==> src/rtl/imem_loader.sv <==
// imem_loader: loads a length-prefixed, XOR-checksummed byte stream into instruction memory
module imem_loader #(
    parameter logic [15:0] BASE_ADDR = 16'h0000,
    parameter int          MAX_WORDS = 256
) (
    input  logic        clk,
    input  logic        rst,
    input  logic        start,
    input  logic        byte_valid,
    input  logic [7:0]  byte_data,
    output logic        byte_ready,
    output logic        mem_wen,
    output logic [15:0] mem_addr,
    output logic [15:0] mem_wdata,
    output logic        cpu_hold,
    output logic        busy,
    output logic        done,
    output logic        err
);
    typedef enum logic [3:0] {IDLE, LEN_HI, LEN_LO, DAT_HI, DAT_LO, WRITE, CHECK, DONE, ERR} state_t;

    localparam logic [16:0] MAXW = 17'(MAX_WORDS);

    state_t      state, nxt;
    logic [7:0]  len_hi, dat_hi, x;
    logic [15:0] len, idx, n;
    logic        acc;

    assign acc = byte_valid & byte_ready;
    assign n   = {len_hi, byte_data};

    // next-state decode; outputs are registered from nxt so they line up with the state
    always_comb begin
        nxt = state;
        case (state)
            IDLE, DONE, ERR: nxt = start ? LEN_HI : state;
            LEN_HI:          nxt = acc ? LEN_LO : state;
            LEN_LO:          nxt = !acc ? state : (n == 16'd0) ? CHECK : ({1'b0, n} > MAXW) ? ERR : DAT_HI;
            DAT_HI:          nxt = acc ? DAT_LO : state;
            DAT_LO:          nxt = acc ? WRITE : state;
            WRITE:           nxt = (idx + 16'd1 == len) ? CHECK : DAT_HI;
            CHECK:           nxt = !acc ? state : ((x ^ byte_data) == 8'd0) ? DONE : ERR;
            default:         nxt = IDLE;
        endcase
    end

    // state, registered status/handshake outputs, datapath capture
    always_ff @(posedge clk or negedge rst) begin
        if (!rst) begin
            state      <= IDLE;
            byte_ready <= 1'b0;
            busy       <= 1'b0;
            mem_wen    <= 1'b0;
            mem_addr   <= BASE_ADDR;
            mem_wdata  <= 16'h0000;
            cpu_hold   <= 1'b1;
            done       <= 1'b0;
            err        <= 1'b0;
            len_hi     <= 8'h00;
            dat_hi     <= 8'h00;
            x          <= 8'h00;
            len        <= 16'h0000;
            idx        <= 16'h0000;
        end else begin
            state      <= nxt;
            byte_ready <= nxt inside {LEN_HI, LEN_LO, DAT_HI, DAT_LO, CHECK};
            busy       <= !(nxt inside {IDLE, DONE, ERR});
            mem_wen    <= nxt == WRITE;
            cpu_hold   <= nxt != DONE;
            done       <= nxt == DONE;
            err        <= nxt == ERR;
            if (nxt == WRITE) begin
                mem_addr  <= BASE_ADDR + idx;
                mem_wdata <= {dat_hi, byte_data};
            end
            if (acc) x <= x ^ byte_data;
            if (state == LEN_HI && acc) len_hi <= byte_data;
            if (state == LEN_LO && acc) len <= n;
            if (state == DAT_HI && acc) dat_hi <= byte_data;
            if (state == WRITE) idx <= idx + 16'd1;
            if (state inside {IDLE, DONE, ERR} && start) begin
                x   <= 8'h00;
                idx <= 16'h0000;
            end
        end
    end
endmodule
==> config.mk <==
export PLATFORM = sky130hd
export DESIGN_NAME = imem_loader
export DESIGN_NICKNAME = d
export VERILOG_FILES = /design/src/rtl/imem_loader.sv
export SDC_FILE = /design/constraint.sdc
export NUM_CORES = 1
export LEC_CHECK = 0
export CAP_MARGIN = 25
export CORE_MARGIN = 4
export CORE_UTILIZATION = 51
export CTS_CLUSTER_SIZE = 12
export DETAILED_ROUTE_END_ITERATION = 7
export PLACE_DENSITY = 0.83
export SLEW_MARGIN = 20
export SYNTH_ARGS = -nofsm -noshare
export SYNTH_HDL_FRONTEND = slang
export SYNTH_SLANG_ARGS = --single-unit
==> constraint.sdc <==
create_clock -name clk -period 2.3 [get_ports clk]
set_input_delay 0.23 -clock clk [delete_from_list [all_inputs] [get_ports clk]]
set_output_delay 0.23 -clock clk [all_outputs]
set_load 0.05 [all_outputs]
; ---- Word level (Yosys, flattened, before mapping)
; Cells that the tools add are included.
[classes]
n_addsub = 1
n_lt_le_gt_ge = 1
eq_ne = 18
n_mux = 15
n_bitwise = 2
n_reduce_logical = 15
[op_table]
columns = operator, n
row1 = 2-to-1 mux 4 bit, 9
row2 = "equality test 4 x 3 -> 1 bit, second input constant", 8
row3 = 2-to-1 mux 16 bit, 2
row4 = one-hot mux 4 bit (7 select lines), 1
row5 = "adder 16 x 1 -> 16 bit, second input constant", 1
row6 = equality test 16 bit, 1
row7 = "equality test 4 x 2 -> 1 bit, second input constant", 4
row8 = "> comparator 16 x 9 -> 1 bit, second input constant", 1
row9 = zero test 16 bit, 1
row10 = 2-to-1 mux 8 bit, 2
row11 = "equality test 4 x 1 -> 1 bit, second input constant", 2
row12 = "equality test 4 bit, second input constant", 2
row13 = zero test 4 bit, 2
row14 = zero test 8 bit, 1
row15 = bitwise XOR 8 bit, 1
row16 = nonzero test 3 bit, 2
row17 = nonzero test 5 bit, 1
row18 = logical AND 1 bit, 4
row19 = "inequality test 4 x 3 -> 1 bit, second input constant", 1
row20 = nonzero test 2 bit, 2
row21 = 2-to-1 mux 3 bit, 1
row22 = OR reduction 3 bit, 1
row23 = bitwise AND 1 bit, 1
row24 = zero test 1 bit, 1
[word_totals]
register_bits = 98
output_inout_bits = 38

; ---- Depth between registers and ports, before layout
; Gate-level depths: netlist (run 1).
[depth]
word_depth = 8
depth_mapped = 10
ltp_nobuf = 8

; ---- Worst setup path after synthesis (run 1)
; OpenSTA, ideal clock, no wires.
[synth_path]
kind = register to register
from = register idx[1]
to = register state[0]
setup_ns = 0.119
t_arrival_ns = 2.396
path_slack_ns = -0.215
stages_incl_launch_ff = 8
period_less_slack_ns = 2.515
cell_sequence = dfrtp_1 ha_1 xnor2_1 nand4_1 or4_1 a2111o_1 or4b_1 a21bo_1
[synth_via]
elab_chain_len = 4
[synth_lines]
columns = item, line
row1 = "start, declared", 26  ; logic [15:0] len, idx, n;
row2 = "start signal, assigned", 80  ; if (state == WRITE) idx <= idx + 16'd1;
row3 = adder 16 x 1 -> 16 bit, 41  ; WRITE: nxt = (idx + 16'd1 == len) ? CHECK : DAT_HI;
row4 = equality test 16 bit, 41
row5 = 2-to-1 mux 3 bit, 41
row6 = one-hot mux 4 bit (7 select lines), 35  ; case (state)
row7 = via nxt[0], 24  ; state_t state, nxt;
row8 = "end signal, assigned", 65  ; state <= nxt;
row9 = "end, declared", 24
; The timed path passes the listed nets, and every way through them passes these cells.
; A chain may end at the register's enable or synchronous reset.

; ---- Final worst setup path (run 1)
; Same ends and word-level chain as after synthesis.

==> results.txt, run 1 <==
The clock tree skew after final layout came out at 0.0110 ns. The die outline width is 104 um. Setup repair after global routing could not meet its margin everywhere. In this run the clock root is driven by a sky130_fd_sc_hd__clkbuf_8. The maximum frequency from static timing analysis came out at 395 MHz.

The maximum number of buffers from clock root to sink came out at 2. The post-CTS clock slew at the launch and capture registers of the worst setup and hold paths is 0.10 ns. The number of remaining DRC errors came out at 0. The row count is 34. Setup slack on the critical path of the routed design comes to -0.229 ns.

The starting density of the core is 0.533. The fraction of layout instances using a drive strength above 1 is 0.251. Yosys mapped a number of flops with a built-in enable equal to 0. The slew at the pin with the worst max-slew slack came out at 0.554 ns.

The endpoint kind of the worst setup timing path is a register. The top-level port count came out at 50. The min-delay analysis places its worst path in the category in -> async. The floorplan step defined a core boundary enclosing 8850 sq um. At the end of routability-driven placement, the weighted congestion stood at 1.02. The total number of clock tree sinks is 98. The worst IR drop on VDD came out at around 0.00076 V. The part of the Yosys area used for sequential elements is 0.520. The final critical path time including I/O delays and setup is 2.53 ns. The core occupancy in the finished layout came out at 0.680.

The reg2reg setup slack came out at -0.23 ns. The initial antenna violation count came out at 0. The total routing resource utilization after global routing came out at 0.226. The flow ran to the end, but the final reports show violations. The final-report setup violation count came out at 2. The count of input and output buffers came out at 49. The routed via count divided by cell count is 5.71.

The post-route standard cell area excluding fillers came out at 6020 sq um. The total power density per cell area came out at 1100 nW/um^2. In the final layout, the multi-input gates occupy about 2200 sq um. The layout net count came out at 602. The antenna cell count came out at 0. The number of global-route vias before repair came out at 4178. The TritonCTS clock tree is done. The headroom to the max-slew limit came out at 0.631.

During synthesis, Yosys emitted a total of 0 warnings. The post-synthesis instance total is roughly 490. The average size of a mapped cell is 9.73 sq um.

The final count of hold timing violations came out at 0. The global-route wire length before repair came out at 20000 um. The die boundary height came out at ~100 um.

The required arrival time at the worst endpoint came out at about 2.6 ns. The post-placement setup slack is -0.284 ns. Entering global routing, the biggest net connects 44 pins.

The portion of the clock cycle consumed by the worst path in the final layout came out at 1.10. The overflow left after global routing came out at 0. The sequential cell area is 2460 sq um.

The final route contains 4009 vias. The first detailed-routing pass ran for 5 iterations. The netlist uses 60 different library cells. The half-perimeter wire length of the detailed placement result came out at 8250 um.

The share of async-settable or async-resettable flops after synthesis came out at 1.00. The clock latency of the later-clocked register in the worst-skew pair came out at 0.37 ns. The setup total negative slack is -0.390 ns.

The tool flagged a number of max-cap violations equal to 0. The area of the die is 10900 sq um. The summed instance area of the synthesized netlist came out at roughly 4700 sq um. The standard cell area after detailed placement is 5750 sq um. The maximum fanout encountered on the critical timing path is 3. The worst register-to-register path ends at state[0]$_DFF_PN0_. In this run the critical register-to-register path is launched from idx[1]$_DFFE_PN0P_.

For the worst flop-to-flop path, the logic depth is 8. The area growth from synthesis to layout is 27.6%. The static leakage is ~2.8 nW. The checks that failed: setup timing.

The average wire per cell in the routed design came out at approximately 17 um. The synthesized netlist net count came out at about 500. The number of pins with negative max-slew slack in the final report is 0. The number of buffers added by the clock tree synthesis step came out at 9. The number of filler instances in the final layout came out at 688.

Among all flip-flop cells after synthesis, the most frequent one is sky130_fd_sc_hd__dfrtp_1. Once detail routing completed, the nets flagged for antenna violations numbered 0. After synthesis the netlist holds a flip-flop and latch count of 98. The H-tree was split into 3 levels. The critical path is of the reg -> reg type.

The routed wire length came out at 11800 um. The kind of start point of the critical path is a register. The endpoint arrival time on the critical path came out at around 2.8 ns. The detailed router finished its first iteration with between 300 and 400 violations.
## per-stage QoR
stage	hold WS, ns	cells	power [W]
6_report	0.395	702	0.00661
4_1_cts	0.407	700	0.00657
5_1_grt	0.448	702	0.00699
3_3_place_gp	0.253	680	0.00535
2_1_floorplan	-0.0656	485	0.00453
3_5_place_dp	0.263	680	0.00548
## state kept, by name, indices dropped and copies added (netlist names), 4 cells and up
| register | cells |
|---|---|
| state | 4 |
| dat_hi | 8 |
| len_hi | 8 |
| mem_addr | 16 |
| mem_wdata | 16 |
| idx | 16 |
| len | 16 |
| x | 8 |
## logic make-up after synthesis
| logic type | count (synthesis) | share of synthesized area |
|---|---|---|
| DFF | 98 | 0.520 |
| AOI/OAI and AO/OA | 65 | 0.0872 |
| xor gates and xnor gates | 38 | 0.0705 |
| and+or+nand+nor | 216 | 0.208 |
| buffers and inverters | 33 | 0.0305 |
| adders and majority gates | 1 | 0.00265 |
| muxes | 34 | 0.0806 |
## power by group
group / switching, W / internal [W]
sequential: 0.000396 / 0.00227
clock: 0.000616 / 0.000426
combinational: 0.00162 / 0.00127
total: 0.00264 / 0.00397
## worst max path at each step
stage,startpoint,endpoint,slack (ns),depth (start not counted)
6_report,idx[1]$_DFFE_PN0P_,state[0]$_DFF_PN0_,-0.23,8
2_1_floorplan,idx[1]$_DFFE_PN0P_,state[0]$_DFF_PN0_,-0.08,7
4_1_cts,idx[1]$_DFFE_PN0P_,state[0]$_DFF_PN0_,-0.21,7
3_3_place_gp,idx[2]$_DFFE_PN0P_,state[0]$_DFF_PN0_,-0.20,7
3_5_place_dp,idx[2]$_DFFE_PN0P_,state[0]$_DFF_PN0_,-0.28,7
5_1_grt,idx[6]$_DFFE_PN0P_,state[0]$_DFF_PN0_,-0.32,9
## cell type report
class                           instances  share of cell area
Clock buffer                           10              0.0229
Clock inverter                          6             0.00686
Inverter                                2             0.00125
Multi-Input combinational cell        354               0.363
Sequential cell                        98               0.408
Tap cell                              108              0.0224
Timing Repair Buffer                  124               0.175
## worst max-delay path, cell delays in order, from the launching register on
cell and delay [ns]:
sky130_fd_sc_hd__dfrtp_2 0.45, sky130_fd_sc_hd__buf_4 0.15, sky130_fd_sc_hd__buf_4 0.13, sky130_fd_sc_hd__nand3_1 0.14, sky130_fd_sc_hd__nor3_1 0.07, sky130_fd_sc_hd__or4_4 0.48
sky130_fd_sc_hd__a2111o_1 0.31, sky130_fd_sc_hd__or4b_4 0.51, sky130_fd_sc_hd__a21bo_1 0.18
## cell usage after synthesis (2+ instances only)
cell	instances	area, sq um
sky130_fd_sc_hd__nand2_1	123	462
sky130_fd_sc_hd__nor4_1	5	31.3
sky130_fd_sc_hd__o31ai_1	6	45.0
sky130_fd_sc_hd__xor2_1	17	149
sky130_fd_sc_hd__xnor2_1	21	184
sky130_fd_sc_hd__mux2_2	32	360
sky130_fd_sc_hd__o41ai_1	4	35.0
sky130_fd_sc_hd__and3_1	3	18.8
sky130_fd_sc_hd__or4_1	3	22.5
sky130_fd_sc_hd__and2_1	4	25.0
sky130_fd_sc_hd__nor2_1	30	113
sky130_fd_sc_hd__buf_4	2	15.0
sky130_fd_sc_hd__nor3_1	8	40.0
sky130_fd_sc_hd__nand2b_1	5	31.3
sky130_fd_sc_hd__a31oi_1	3	18.8
sky130_fd_sc_hd__nand3_1	11	55.1
sky130_fd_sc_hd__nand4_1	6	37.5
sky130_fd_sc_hd__o21ai_0	23	115
sky130_fd_sc_hd__buf_2	4	20.0
sky130_fd_sc_hd__clkbuf_1	22	82.6
sky130_fd_sc_hd__dfrtp_1	97	2430
sky130_fd_sc_hd__nor2b_1	2	12.5
sky130_fd_sc_hd__mux2i_1	2	20.0
sky130_fd_sc_hd__a21oi_1	13	65.1
sky130_fd_sc_hd__or3_1	2	12.5
sky130_fd_sc_hd__inv_1	2	7.51
sky130_fd_sc_hd__buf_1	2	7.51
## per-layer routing
metal	part of all wire	wire, um	vias to the layer above	GRT usage
met5	0	0	-	0
met4	0.039	463	0	0.114
met3	0.063	746	48	0.0428
met2	0.49	5740	176	0.369
met1	0.41	4810	1938	0.287
li1	-	-	1847	-
## timing repair
action / CTS / global route
hold endpoints to repair: 40 / 0
endpoints found under the setup margin: 2 / 2
hold buffers: 1 / 0
gates resized for setup: 5 / 7
buffers inserted: 3 / 2
pin swaps: 0 / 1
## placed cells by master, fill, tap and decap left out, types with 11 or more instances in the layout
cell	count
sky130_fd_sc_hd__dfrtp_1	93
sky130_fd_sc_hd__nand2_1	123
sky130_fd_sc_hd__a21oi_1	12
sky130_fd_sc_hd__xor2_1	16
sky130_fd_sc_hd__nor2_1	30
sky130_fd_sc_hd__mux2_2	32
sky130_fd_sc_hd__xnor2_1	18
sky130_fd_sc_hd__buf_4	73
sky130_fd_sc_hd__clkdlybuf4s50_1	48
sky130_fd_sc_hd__nand3_1	11
sky130_fd_sc_hd__o21ai_0	23
Note: power is estimated with default switching activity, not from simulation.
==> run 2, diff against run 1 <==
HOLD_SLACK_MARGIN = 0.12   (was not set)
==> results of run 2 <==
The final DEF is identical to that of run 1; final timing and power are the same.
